**config.mk**
```make
export PLATFORM = sky130hd
export DESIGN_NAME = key_entry_buffer
export DESIGN_NICKNAME = d
export VERILOG_FILES = /design/src/rtl/keypad_pkg.sv /design/src/rtl/key_entry_buffer_display_scan.sv /design/src/rtl/key_entry_buffer.sv
export SDC_FILE = /design/constraint.sdc
export NUM_CORES = 1
export LEC_CHECK = 0
export CAP_MARGIN = 20
export CORE_UTILIZATION = 55
export DETAILED_ROUTE_END_ITERATION = 6
export DONT_BUFFER_PORTS = 1
export HOLD_SLACK_MARGIN = 0.05
export PLACE_DENSITY_LB_ADDON = 0.12
export SETUP_SLACK_MARGIN = 0.3
export SLEW_MARGIN = 0
export SYNTH_ARGS = -nofsm -noshare
export SYNTH_HDL_FRONTEND = slang
export SYNTH_SLANG_ARGS = --single-unit
```
**constraint.sdc**
```tcl
create_clock -name clk_i -period 7.68 [get_ports clk_i]
set_clock_uncertainty 0.15 [all_clocks]
set_input_delay 1.536 -clock clk_i [delete_from_list [all_inputs] [get_ports clk_i]]
set_output_delay 1.536 -clock clk_i [all_outputs]
set_load 0.01 [all_outputs]
```
**src/rtl/keypad_pkg.sv**
```systemverilog
`default_nettype none
// +----------------------------------------------------------------------+
// | keypad_pkg: shared key codes, FSM state type and hex glyph decoder   |
// | Revision: 1.0                                                        |
// +----------------------------------------------------------------------+
package keypad_pkg;

  localparam logic [3:0] KEY_BKSP   = 4'hE;
  localparam logic [3:0] KEY_CLR    = 4'hF;
  localparam int         NUM_DIGITS = 8;

  typedef enum logic {
    IDLE = 1'b0,
    HELD = 1'b1
  } key_state_e;

  // Active-low glyphs, bit 0 = segment a.
  function automatic logic [6:0] hex_to_seg(input logic [3:0] val);
    logic [6:0] seg;
    case (val)
      4'h0:    seg = 7'h40;
      4'h1:    seg = 7'h79;
      4'h2:    seg = 7'h24;
      4'h3:    seg = 7'h30;
      4'h4:    seg = 7'h19;
      4'h5:    seg = 7'h12;
      4'h6:    seg = 7'h02;
      4'h7:    seg = 7'h78;
      4'h8:    seg = 7'h00;
      4'h9:    seg = 7'h10;
      4'hA:    seg = 7'h08;
      4'hB:    seg = 7'h03;
      4'hC:    seg = 7'h46;
      4'hD:    seg = 7'h21;
      4'hE:    seg = 7'h06;
      default: seg = 7'h0E;
    endcase
    return seg;
  endfunction

endpackage
`default_nettype wire

```
**src/rtl/key_entry_buffer_display_scan.sv**
```systemverilog
`default_nettype none
// +----------------------------------------------------------------------+
// | display_scan: time-multiplexes the digit buffer onto 8 seven-seg     |
// | digits, blanking slots at or beyond the valid count. Revision: 1.0   |
// +----------------------------------------------------------------------+
module display_scan
  import keypad_pkg::*;
#(
  parameter int REFRESH_DIV = 10000
) (
  input  logic        clk_i,
  input  logic        rst_n_i,
  input  logic [31:0] digits_i,
  input  logic [3:0]  count_i,
  output logic [7:0]  an_o,
  output logic [6:0]  seg_o
);

  localparam int            PW        = (REFRESH_DIV > 1) ? $clog2(REFRESH_DIV) : 1;
  localparam logic [PW-1:0] PRESC_MAX = PW'(REFRESH_DIV - 1);

  logic [PW-1:0] presc_q, presc_d;
  logic [2:0]    idx_q, idx_d;
  logic [7:0]    an_q, an_d;
  logic [6:0]    seg_q, seg_d;
  logic [3:0]    digit_w;
  logic          lit_w;

  assign digit_w = digits_i[{idx_q, 2'b00} +: 4];
  assign lit_w   = ({1'b0, idx_q} < count_i);

  always_comb begin
    presc_d = presc_q + 1'b1;
    idx_d   = idx_q;
    if (presc_q == PRESC_MAX) begin
      presc_d = '0;
      idx_d   = idx_q + 3'd1;
    end
    an_d  = 8'hFF;
    seg_d = 7'h7F;
    if (lit_w) begin
      an_d[idx_q] = 1'b0;
      seg_d       = hex_to_seg(digit_w);
    end
  end

  always_ff @(posedge clk_i or negedge rst_n_i) begin
    if (!rst_n_i) begin
      presc_q <= '0;
      idx_q   <= 3'd0;
      an_q    <= 8'hFF;
      seg_q   <= 7'h7F;
    end else begin
      presc_q <= presc_d;
      idx_q   <= idx_d;
      an_q    <= an_d;
      seg_q   <= seg_d;
    end
  end

  assign an_o  = an_q;
  assign seg_o = seg_q;

endmodule
`default_nettype wire

```
**src/rtl/key_entry_buffer.sv**
```systemverilog
`default_nettype none
// +----------------------------------------------------------------------+
// | key_entry_buffer: eight-digit key entry shift buffer with backspace, |
// | clear and overflow flag, plus scanned display. Revision: 1.0         |
// +----------------------------------------------------------------------+
module key_entry_buffer
  import keypad_pkg::*;
#(
  parameter int REFRESH_DIV = 10000
) (
  input  logic        clk_i,
  input  logic        rst_n_i,
  input  logic [3:0]  key_value_i,
  input  logic        data_available_i,
  output logic [31:0] digits_o,
  output logic [3:0]  count_o,
  output logic        full_o,
  output logic        overflow_o,
  output logic [7:0]  an_o,
  output logic [6:0]  seg_o
);

  localparam logic [3:0] LAST_SLOT = 4'(NUM_DIGITS - 1);

  key_state_e  state_q;
  logic [31:0] digits_q;
  logic [3:0]  count_q;
  logic        full_q;
  logic        overflow_q;

  // One action per press: the FSM waits in HELD until the key is released.
  always_ff @(posedge clk_i or negedge rst_n_i) begin
    if (!rst_n_i) begin
      state_q    <= IDLE;
      digits_q   <= 32'h0;
      count_q    <= 4'd0;
      full_q     <= 1'b0;
      overflow_q <= 1'b0;
    end else begin
      overflow_q <= 1'b0;
      case (state_q)
        IDLE: begin
          if (data_available_i) begin
            state_q <= HELD;
            case (key_value_i)
              KEY_CLR: begin
                digits_q <= 32'h0;
                count_q  <= 4'd0;
                full_q   <= 1'b0;
              end
              KEY_BKSP: begin
                if (count_q != 4'd0) begin
                  digits_q <= {4'h0, digits_q[31:4]};
                  count_q  <= count_q - 4'd1;
                  full_q   <= 1'b0;
                end
              end
              default: begin
                if (full_q) begin
                  overflow_q <= 1'b1;
                end else begin
                  digits_q <= {digits_q[27:0], key_value_i};
                  count_q  <= count_q + 4'd1;
                  full_q   <= (count_q == LAST_SLOT);
                end
              end
            endcase
          end
        end
        HELD: begin
          if (!data_available_i) state_q <= IDLE;
        end
        default: state_q <= IDLE;
      endcase
    end
  end

  assign digits_o   = digits_q;
  assign count_o    = count_q;
  assign full_o     = full_q;
  assign overflow_o = overflow_q;

  display_scan #(
    .REFRESH_DIV(REFRESH_DIV)
  ) u_display_scan (
    .clk_i   (clk_i),
    .rst_n_i (rst_n_i),
    .digits_i(digits_q),
    .count_i (count_q),
    .an_o    (an_o),
    .seg_o   (seg_o)
  );

endmodule
`default_nettype wire

```
=== Word-level counts from Yosys, hierarchy flattened ===
Memory sizes are Yosys's and may differ from the RTL's.
Index checks and enable logic that the tools add are counted.

* Memories kept: 1
* Input port bits: 7
* Word-level logic and storage cells: 50
* Output and inout port bits: 53
* ROM bits: 112
* Bits in registers: 71

* Bitwise operators: 2
* Order comparisons: 3
* Reductions and logical operators: 5
* Add/subtract/negate cells: 4
* Equality and inequality tests: 6
* Shift operators: 1
* Mux-type cells: 19

{| class="wikitable"
|+ Memories
! memory !! words !! width !! rd ports !! clocked after memory_dff !! write ports !! line !! text
|-
| (name not given) || 16 || 7 || 1 || 0 || 0 || keypad_pkg.sv:20 || <nowiki>case (val)</nowiki>
|}

{| class="wikitable"
|+ Operators with widths
! kind !! number
|-
| 32-bit 2-to-1 mux || 2
|-
| 32-bit case mux with 2 select lines || 1
|-
| 32-bit by 6-bit variable part select with 4-bit output || 1
|-
| 14-bit by 1-bit adder with 14-bit output, second input constant || 1
|-
| 14-bit == test, second input constant || 1
|-
| 14-bit 2-to-1 mux || 1
|-
| 4-bit == test, second input constant || 2
|-
| 1-bit 2-to-1 mux || 8
|-
| 4-bit 2-to-1 mux || 2
|-
| 8-bit 2-to-1 mux || 1
|-
| 8-bit NOT || 1
|-
| 4-bit case mux with 2 select lines || 1
|-
| 7-bit 2-to-1 mux || 1
|-
| 4-bit by 1-bit adder with 4-bit output, second input constant || 1
|-
| 4-bit by 3-bit == test with 1-bit output, second input constant || 1
|-
| 3-bit by 4-bit less-than comparator with 1-bit output || 1
|-
| 3-bit by 4-bit less-than comparator with 1-bit output, second input constant || 1
|-
| 4-bit AND reduction || 1
|-
| 4-bit nonzero test || 1
|-
| 4-bit by 1-bit subtractor with 4-bit output, second input constant || 1
|-
| 3-bit by 1-bit adder with 3-bit output, second input constant || 1
|-
| 1-bit demux with 3-bit select || 1
|-
| 3-bit by 1-bit >= comparator with 1-bit output, second input constant || 1
|-
| 3-bit by 1-bit != test with 1-bit output, second input constant || 1
|-
| other kinds (6) || 6
|}

=== Logic depth before layout (Yosys ltp) ===
Gate-level depths: netlist of the first run.

* Word-level depth: 6
* Gate-level depth with buffers: 12
* Mapped depth without buffers: 10

=== By module ===
From an unflattened synthesis of the first run, not the netlist that was laid out.

* Cell total of the unflattened synthesis: 366
* Area, all modules: 3712.3 sq um

{| class="wikitable"
|+ Modules (own cells, without submodules)
! module !! instances !! cells an instance !! seq. area each (sq um) !! area an instance (sq um)
|-
| display_scan || 1 || 171 || 819.5 || 1858.0
|-
| key_entry_buffer || 1 || 195 || 975.9 || 1854.3
|}

=== Worst setup path before layout of the first run ===
OpenSTA, ideal clock, no wires.

* Kind: input to register
* From: in key_value_i[1]
* To: reg count_q[3], in the netlist count_o[3]
* Library setup time: 83 ps
* Required time: 7447 ps
* Data arrival time: 2833 ps
* Setup slack: 4614 ps
* Cell stages on the path: 8
* Path buffers: 1
* Path through: and4b_1 > clkbuf_1 > ha_1 > nand3_1 > a21oi_1 > a31oi_1 > or3_1 > o21ai_0

* Cells in the longest elaborated chain, start to end: 3
* Elaborated cells on any way between the ends: 6

{| class="wikitable"
|+ Ends and longest elaborated chain
! element !! line !! text
|-
| start, declared || key_entry_buffer.sv:13 || <nowiki>input logic [3:0] key_value_i,</nowiki>
|-
| 4-bit == test || key_entry_buffer.sv:45 || <nowiki>case (key_value_i)</nowiki>
|-
| 3-bit by 1-bit != test with 1-bit output (no line) / 2-bit != test (equally long branches) || -- ||
|-
| 4-bit AND reduction (no line) || -- ||
|-
| end signal, assigned || key_entry_buffer.sv:54 || <nowiki>count_q <= count_q - 4'd1;</nowiki>
|-
| end signal, assigned || key_entry_buffer.sv:63 || <nowiki>count_q <= count_q + 4'd1;</nowiki>
|-
| end, declared || key_entry_buffer.sv:27 || <nowiki>logic [3:0] count_q;</nowiki>
|}

Parallel ways exist; a longest one is shown, timed or not.
A chain may end at the register's enable or synchronous reset.

=== Final worst setup path of the first run ===
* From: in key_value_i[2]
* To: reg digits_q[17], in the netlist digits_o[17]

* Cells in the longest elaborated chain, start to end: 3
* Elaborated cells on any way between the ends: 6

{| class="wikitable"
|+ Ends and longest elaborated chain
! element !! line !! text
|-
| 4-bit == test || key_entry_buffer.sv:45 ||
|-
| 3-bit by 1-bit != test with 1-bit output (no line) / 2-bit != test (equally long branches) || -- ||
|-
| 4-bit AND reduction (no line) || -- ||
|-
| end signal, assigned || key_entry_buffer.sv:53 || <nowiki>digits_q <= {4'h0, digits_q[31:4]};</nowiki>
|-
| end signal, assigned || key_entry_buffer.sv:62 || <nowiki>digits_q <= {digits_q[27:0], key_value_i};</nowiki>
|-
| end, declared || key_entry_buffer.sv:26 || <nowiki>logic [31:0] digits_q;</nowiki>
|}

Parallel ways exist; a longest one is shown, timed or not.

==> results summary, run 1 <==
The wire length of the first global-routing pass came out at approximately 14 mm. The finished layout holds roughly 470 standard cells, fillers aside. The portion of netlist area occupied by mux cells came out at ~4.0%.

The aggregate global routing overflow came out at 0. Counting flops with an async set or reset pin after synthesis yields a share of 100%. The arrival time reported for the critical path endpoint is 3.17 ns. The count of yosys warnings during synthesis came out at 0. Setup repair after global routing left no endpoint under its margin. The routed wire length is 8.74 mm. The area of the die is 0.00732 mm². The register-to-register setup slack is 4.62 ns. The tree is rooted in a sky130_fd_sc_hd__clkbuf_8.

The worst setup path is captured at a register. The first-pass detailed-route iteration total came out at 4. Before CTS, the worst setup slack after placement is 4.25 ns. The main combinational cell family by area after synthesis is simple AND/OR/NAND/NOR gates. The post-route worst hold slack is 0.346 ns. A synthesized cell averages just under 10 µm². The initial standard-cell utilization of the core came out at 56.9%. Net switching is a little over a third of the power. The die span in x is 85.6 µm. The number of global-route vias before repair is 2,774. The run finished with clean final reports. The number of endpoints with negative hold slack in the final report came to 0. In this run the post-CTS setup repair buffer count came out at 0. The sequential cell fraction of total power is between 40% and 50%. In this run the tightest slew margin relative to its limit is 34.7%. At the pin with the least slew margin, the transition time is 0.972 ns. The total core area is 0.00676 mm².

The total CTS buffers came out at 9. Compared with the post-synthesis result, the final layout area differs by 6.32%. The clock tree buffer depth is 2. Dividing the detail-routed via count by the number of cells gives roughly 6.2. TritonCTS built the clock tree. The total power of the final layout is approximately 1.3 mW. The post-DP HPWL came out at 5.74 mm. The H-tree depth is 3.

The flip-flop and latch count after synthesis is 71. The row count is 30. The initial antenna violation count came out at 0. The distinct cell type count after synthesis came out at 61. The part of the Yosys area used for sequential elements is 46.7%. In this run the worst path has a maximum fanout of 62. The leakage power is 1.64 nW. The number of pins with negative max-slew slack in the final report came to 0.

The worst setup path is launched from a primary input. The number of cells produced by synthesis is between 300 and 400. The clock input transition at the sequential cells of the worst setup and hold paths is 0.08 ns. Counting tap cells, the placed design contains a total of approximately 450 instances. The antenna violation net count after detailed routing came out at 0. The final sum of negative setup slack is 0 ns. Summed over all nets, the switching power comes to 0.461 mW. Of the total synthesized cell area, the portion taken by XOR and XNOR cells is 3.42%. In this run the count of I/O pins placed on the die edge is 60.

Measured in cells, the most critical reg-to-reg path has a length of 9. The reported max-cap violation count came out at 0. The overall track demand over capacity in global routing came out at 25.8%. The post-synthesis share of cell area spent on and, or, nand and nor gates came out at between 10% and 20%. The endpoint identified for the worst register-to-register timing path is u_display_scan.seg_o[1].

The path class of the tightest hold or removal check is reg2reg. The portion of total power attributed to the clock network is 29.2%. Data on the critical path is required at its endpoint by 7.74 ns. The internal power came out at 0.827 mW. The count of flip-flops with a built-in enable after synthesis is 0.

The end point of the critical path is digits_o[17]. The post-layout minimum cycle time is 3.11 ns. The fraction of layout instances using a drive strength above 1 is 12.5%.

The count of buffers from port buffering came out at 0. Across all setup checks in the final design, the least slack found is 4.57 ns. The combinational cell fraction of total power came out at 21.0%.

The die height came out at 85.6 µm. The count of cells resized by post-cts repair came out at 0. The post-synth net total came out at 414. The final antenna diode count came out at 0. The netlist area before placement came out at 0.00384 mm². The startpoint of the lowest-slack register-to-register path is u_display_scan.idx_q[0]. The maximum clock frequency came out at 0.321 GHz. The most critical setup path has its startpoint at key_value_i[2]. The weighted congestion at the end of routability-driven global placement came out at 0.801. The maximum vdd ir drop is 0.150 mV. The count of hold buffers inserted by post-cts repair is 0. The number of sinks on the clock net is 71. The via count is slightly below 3,000. The critical setup path kind is in2reg. After detailed routing, the number of remaining DRC violations is 0.

The compound-cell area share of the yosys netlist is between 10% and 20%. After the last flow step, the layout net total stands at 404. The later-pin clock latency in the skew report is 0.35 ns. The largest net degree at the start of global routing came out at 72. The power density of the placed cells is 315 mW/mm². The count of final setup violators came out at 0. The final routed wire length divided by cell count is around 19 µm.

The final worst-path cycle share came out at 40.5%. For this block, the initial DRC count from the detailed router was 299. The adder-cell area share of the yosys netlist is 3.58%.

The prevailing post-synth register cell is sky130_fd_sc_hd__dfrtp_1.
[cell families after synthesis]
logic type,Yosys count
simple gates,142
compound gates,106
mux,12
buf+inv,39
fa+ha+maj,11
xor+xnor,15
flops,71
[worst max-delay path, stage by stage]
cell and delay, ns:
sky130_fd_sc_hd__nand3_2 0.04, sky130_fd_sc_hd__buf_4 0.49, sky130_fd_sc_hd__nand2_1 0.21, sky130_fd_sc_hd__o311ai_4 0.14, sky130_fd_sc_hd__buf_4 0.49, sky130_fd_sc_hd__o21ai_0 0.21
[how the worst min path moves through the flow]
stage,startpoint,to,depth (start not counted)
global route,u_display_scan.presc_q[5],u_display_scan.presc_q[5],1
finish,u_display_scan.presc_q[0],u_display_scan.presc_q[0],1
floorplan,u_display_scan.presc_q[0],u_display_scan.presc_q[0],1
CTS,u_display_scan.presc_q[0],u_display_scan.presc_q[0],1
detailed placement,u_display_scan.presc_q[0],u_display_scan.presc_q[0],1
global placement,u_display_scan.presc_q[0],u_display_scan.presc_q[0],1
[state kept, by name, indices dropped and copies added, names as in the netlist]
signal	count
u_display_scan.seg_o	7
u_display_scan.presc_q	14
u_display_scan.an_o	8
full_o	1
digits_o	32
u_display_scan.idx_q	3
count_o	4
state_q	1
overflow_o	1
[layout by cell type, fill, tap and decap left out, drive strengths merged, types with 5 or more instances in the layout]
cell and instances:
xor2 8, clkbuf 11, o21ai 40, nor3b 25
nand2 50, nor2 17, mux2i 5, mux2 5
nor3 6, a21oi 32, ha 11, xnor2 7
nand3 18, dfrtp 56, dfstp 15, inv 16
[per-stage QoR]
step | area [µm²] | utilization, %
after global placement | 3820 | 56.6
after CTS | 4080 | 60.4
after floorplan | 3840 | -
final | 4090 | 60.5
after detailed placement | 3820 | 56.6
after global routing | 4090 | 60.5
[per-layer routing]
| metal | vias to the layer above | track usage, % | share of wire [%] | routed length (µm) |
|---|---|---|---|---|
| met1 | 1392 | 35.6 | 45 | 3960 |
| li1 | 1396 | - | - | - |
| met2 | 91 | 37.3 | 44 | 3830 |
| met5 | - | 0 | 0 | 0 |
| met3 | 19 | 8.95 | 9.0 | 784 |
| met4 | 0 | 10.0 | 1.9 | 168 |
[power by group through the flow]
| stage | combinational [mW] | sequential [mW] | clock, mW |
|---|---|---|---|
| after floorplan | 0.227 | 0.600 | 0 |
| after detailed placement | 0.264 | 0.648 | 0 |
| after global placement | 0.257 | 0.646 | 0 |
| after CTS | 0.267 | 0.641 | 0.383 |
| final | 0.270 | 0.641 | 0.377 |
| after global routing | 0.310 | 0.657 | 0.394 |
[cells in the mapped netlist, types with 2 or more instances]
cell type                  count  area [µm²]
sky130_fd_sc_hd__dfstp_2      15         394
sky130_fd_sc_hd__o21a_1        4        30.0
sky130_fd_sc_hd__or4_1         2        15.0
sky130_fd_sc_hd__nor3_1        6        30.0
sky130_fd_sc_hd__o211ai_1      2        15.0
sky130_fd_sc_hd__nand2_1      50         188
sky130_fd_sc_hd__a31oi_1       3        18.8
sky130_fd_sc_hd__nand2b_1      2        12.5
sky130_fd_sc_hd__clkbuf_1     13        48.8
sky130_fd_sc_hd__and2_1        2        12.5
sky130_fd_sc_hd__a221oi_1      2        17.5
sky130_fd_sc_hd__ha_1         11         138
sky130_fd_sc_hd__xnor2_1       7        61.3
sky130_fd_sc_hd__o21ai_0      38         190
sky130_fd_sc_hd__mux2_2        5        56.3
sky130_fd_sc_hd__nand3_1      18        90.1
sky130_fd_sc_hd__mux2i_1       5        50.1
sky130_fd_sc_hd__a21oi_1      32         160
sky130_fd_sc_hd__a211oi_1      4        30.0
sky130_fd_sc_hd__and3_1        4        25.0
sky130_fd_sc_hd__nand4_1       3        18.8
sky130_fd_sc_hd__a211o_1       3        26.3
sky130_fd_sc_hd__xor2_1        8        70.1
sky130_fd_sc_hd__buf_6         3        33.8
sky130_fd_sc_hd__inv_1        14        52.6
sky130_fd_sc_hd__buf_2         6        30.0
sky130_fd_sc_hd__or4b_1        2        20.0
sky130_fd_sc_hd__nor2_1       17        63.8
sky130_fd_sc_hd__o21ai_1       2        10.0
sky130_fd_sc_hd__nor4_2        2        25.0
sky130_fd_sc_hd__nor2b_1       2        12.5
sky130_fd_sc_hd__dfrtp_1      56        1400
sky130_fd_sc_hd__nor3b_1      25         188
[final cells by class]
type | instances | area (µm²)
Fill cell | 572 | 2670
Inverter | 15 | 56.3
Clock buffer | 11 | 174
Multi-Input combinational cell | 286 | 1860
Timing Repair Buffer | 3 | 20.0
Tap cell | 80 | 100
Sequential cell | 71 | 1800
Clock inverter | 5 | 83.8
Power figures use the tool's default switching activity.
==> run 2, diff against run 1 <==
==> constraint.sdc (replaced) <==
create_clock -name clk_i -period 2.5 [get_ports clk_i]
set_clock_uncertainty 0.15 [all_clocks]
set_input_delay 0.5 -clock clk_i [delete_from_list [all_inputs] [get_ports clk_i]]
set_output_delay 0.5 -clock clk_i [all_outputs]
set_load 0.01 [all_outputs]
==> run 2 against run 1 <==
The run now ends with hold timing left. Design area up 7.7%. Non-clock buffer count rose by 29. Global-route usage up 0.70 points. Routed wire length is 4.7% higher. Hold slack got worse by 0.65 ns. Largest cell class unchanged. Combinational power rose to 4.0 times the previous value. Sequential cell count unchanged. Register-to-register slack got worse by 4.4 ns. Core utilization is 4.6 points higher. Clock power grew 140%. Count of clock-buffer cells in the layout grew 1.
==> results summary, run 2 (synthesized netlist as in run 1, its figures left out) <==
The count of hold buffers inserted by post-cts repair is 1. The number of endpoints with negative hold slack in the final report is 71. The wire length of the first global-routing pass is approximately 15 mm. The final worst-path cycle share came out at between 90% and 100%.

The relative max-transition margin is 67.5%. The uppermost metal layer occupied by signal nets is met4. The met3 layer wire length in the routed design came out at 519 µm. The maximum clock frequency came out at roughly 0.44 GHz. In the layout the commonest cells are sky130_fd_sc_hd__nand2_1 (49), sky130_fd_sc_hd__dfrtp_1 (49), sky130_fd_sc_hd__o21ai_0 (36). The slowest stage of the critical path belongs to the cell sky130_fd_sc_hd__dfrtp_2. The weighted congestion at the end of routability-driven global placement is roughly 0.85. The post-route worst hold slack came out at -0.302 ns. The run finished, with violations left. The final route contains 3,056 vias.

The met1 layer wirelength in the final routing is 4.13 mm. The via density per instance is 6.11. In this run the number of H-tree levels came out at 3. The post-layout minimum cycle time came out at approximately 2.3 ns. The worst-case IR drop observed on VDD is 0.545 mV.

The worst setup path is launched from a register. The total core area came out at 0.00676 mm². Summed over all nets, wire length on met2 after detailed routing comes to 4.41 mm. The row count is 30. Setup repair after global routing could not meet its margin everywhere. The clock tree buffer depth is 2. The required time at the worst-slack endpoint came out at ~2.6 ns.

The most critical setup path has its startpoint at u_display_scan.idx_q[1]. The routed wire length came out at 9.16 mm. For this run, the slowest stage of the critical path takes 0.46 ns. The number of DRC violations after detailed routing came out at 0. The largest net degree at the start of global routing is 72. Summed over all failing endpoints, the final setup total negative slack is 0 ns. TritonCTS built the clock tree. The critical path in this run is classified as reg2reg. The transition time at the pin with the least slew margin came out at 0.486 ns. For this design the ratio of total power to cell area is 884 mW/mm². The root buffer cell chosen for the clock tree is sky130_fd_sc_hd__clkbuf_8.

The total CTS buffers came out at 9. The number of top-level pins is 60. The tree built by TritonCTS fans out to 71 sinks.

STA classifies the critical path endpoint as a register. The aggregate global routing overflow came out at 0. The instance count after placement with tap cells included came out at 475. The initial antenna violation count is 0.

The first detailed-routing pass ran for 4 iterations. The final antenna diode count is 0. The number of pins with negative max-slew slack in the final report came to 0.

The overall track demand over capacity in global routing came out at 26.5%. The reported max-cap violation count came out at 0. In this run the horizontal extent of the chip is approximately 86 µm. The number of global-route vias before repair is between 2,000 and 3,000. The leakage power came out at 1.79 nW. The post-DP HPWL came out at 5.98 mm.

Walking the worst path, the cells encountered are mux2_4 > a22oi_2 > o22a_1 > and2_4 > ha_4 > inv_2 > a2111oi_2 > a31o_1 > a221o_1. The startpoint of the lowest-slack register-to-register path is u_display_scan.idx_q[1]. The final routed wire length divided by cell count came out at 18.3 µm.

The total number of nets in the final design is 433. The count of buffers from port buffering is 0. Setup violations remaining at the end of the flow were counted as 0. The die is approximately 86 µm tall. The number of design-rule violations left by the first detailed-router iteration came out at 204. The area growth from synthesis to final layout came out at 14.5%. The initial standard-cell utilization of the core is between 50% and 60%. The fraction of layout instances using a drive strength above 1 is 24.8%. The antenna violation net count after detailed routing came out at 0. STA puts the critical path data arrival time at 2.40 ns. The largest fanout on the critical path is 5. The final instance count without filler cells is 500. The later-pin clock latency in the skew report is 0.34 ns. In this run the worst hold path is classified as in2async. The final reports fail on hold timing. After clock tree synthesis, the clock-pin slew on the worst setup and hold paths is roughly 0.070 ns.

The register with the most flip-flops in the layout has 32 of them. The area of the die came out at 0.00732 mm².
[run 2: cell types whose count changed in the layout (fill, tap and decap cells not counted), sizes merged]
cell,delta
clkbuf,+1
clkinv,+3
inv,-1
clkinvlp,-2
bufinv,-1
buf,+28
dlygate4sd3,+1
[run 2: worst paths after layout]
path                       cells after the start                         end  slack [ns]
setup / recovery                               9     u_display_scan.seg_o[1]        0.22
max in group asynchronous                      0      u_display_scan.an_o[1]        2.27
setup reg to reg                               9     u_display_scan.seg_o[1]        0.22
min in group clk_i                             2                 digits_o[1]        0.14
hold / removal                                 0                  count_o[0]       -0.30
hold reg to reg                                1  u_display_scan.presc_q[11]        0.34
[run 2: layout make-up]
cell class / instances / area (µm²)
Tap cell: 80 / 100
Multi-Input combinational cell: 286 / 1980
Sequential cell: 71 / 1800
Inverter: 15 / 61.3
Fill cell: 519 / 2360
Timing Repair Buffer: 32 / 267
Clock inverter: 4 / 45.0
Clock buffer: 12 / 145
[run 2: worst max-delay path: cells and delay by family, from the launching register on]
kind	cells	cell delay, ns
and+or+nand+nor	1	0.18
AOI/OAI and AO/OA	5	0.85
adders and majority gates	1	0.20
muxes	1	0.32
DFF	1	0.46
buffers and inverters	1	0.07
[run 2: through the flow]
stage               power [mW]  util (%)  hold WS [ns]  worst slack [ns]  instance area, µm²
detailed placement        2.91      59.6        0.0559             0.155                4030
floorplan                 2.57         -        0.0544             0.166                3880
global route              4.15      65.1        -0.327             0.141                4400
finish                    3.89      65.1        -0.302             0.219                4400
CTS                       3.85      63.4        -0.324             0.252                4280
global placement          2.88      59.6        0.0563             0.161                4030
[run 2: power by group]
group          leakage [nW]  switching, mW  internal, mW
clock network         0.100          0.407         0.484
registers             0.877          0.429          1.47
logic                 0.809          0.577         0.517
[run 2: metal layers]
metal	up-vias	GRT usage, %
met5	-	0
met2	96	41.4
met3	7	7.22
met1	1498	35.9
met4	0	8.64
li1	1455	-
[run 2: what timing repair did]
item,4_1_cts,5_1_grt
buffers inserted,3,5
gates cloned,0,0
hold endpoints to repair,72,71
pin swaps,2,8
endpoints found under the setup margin,6,8
gates resized for setup,15,18
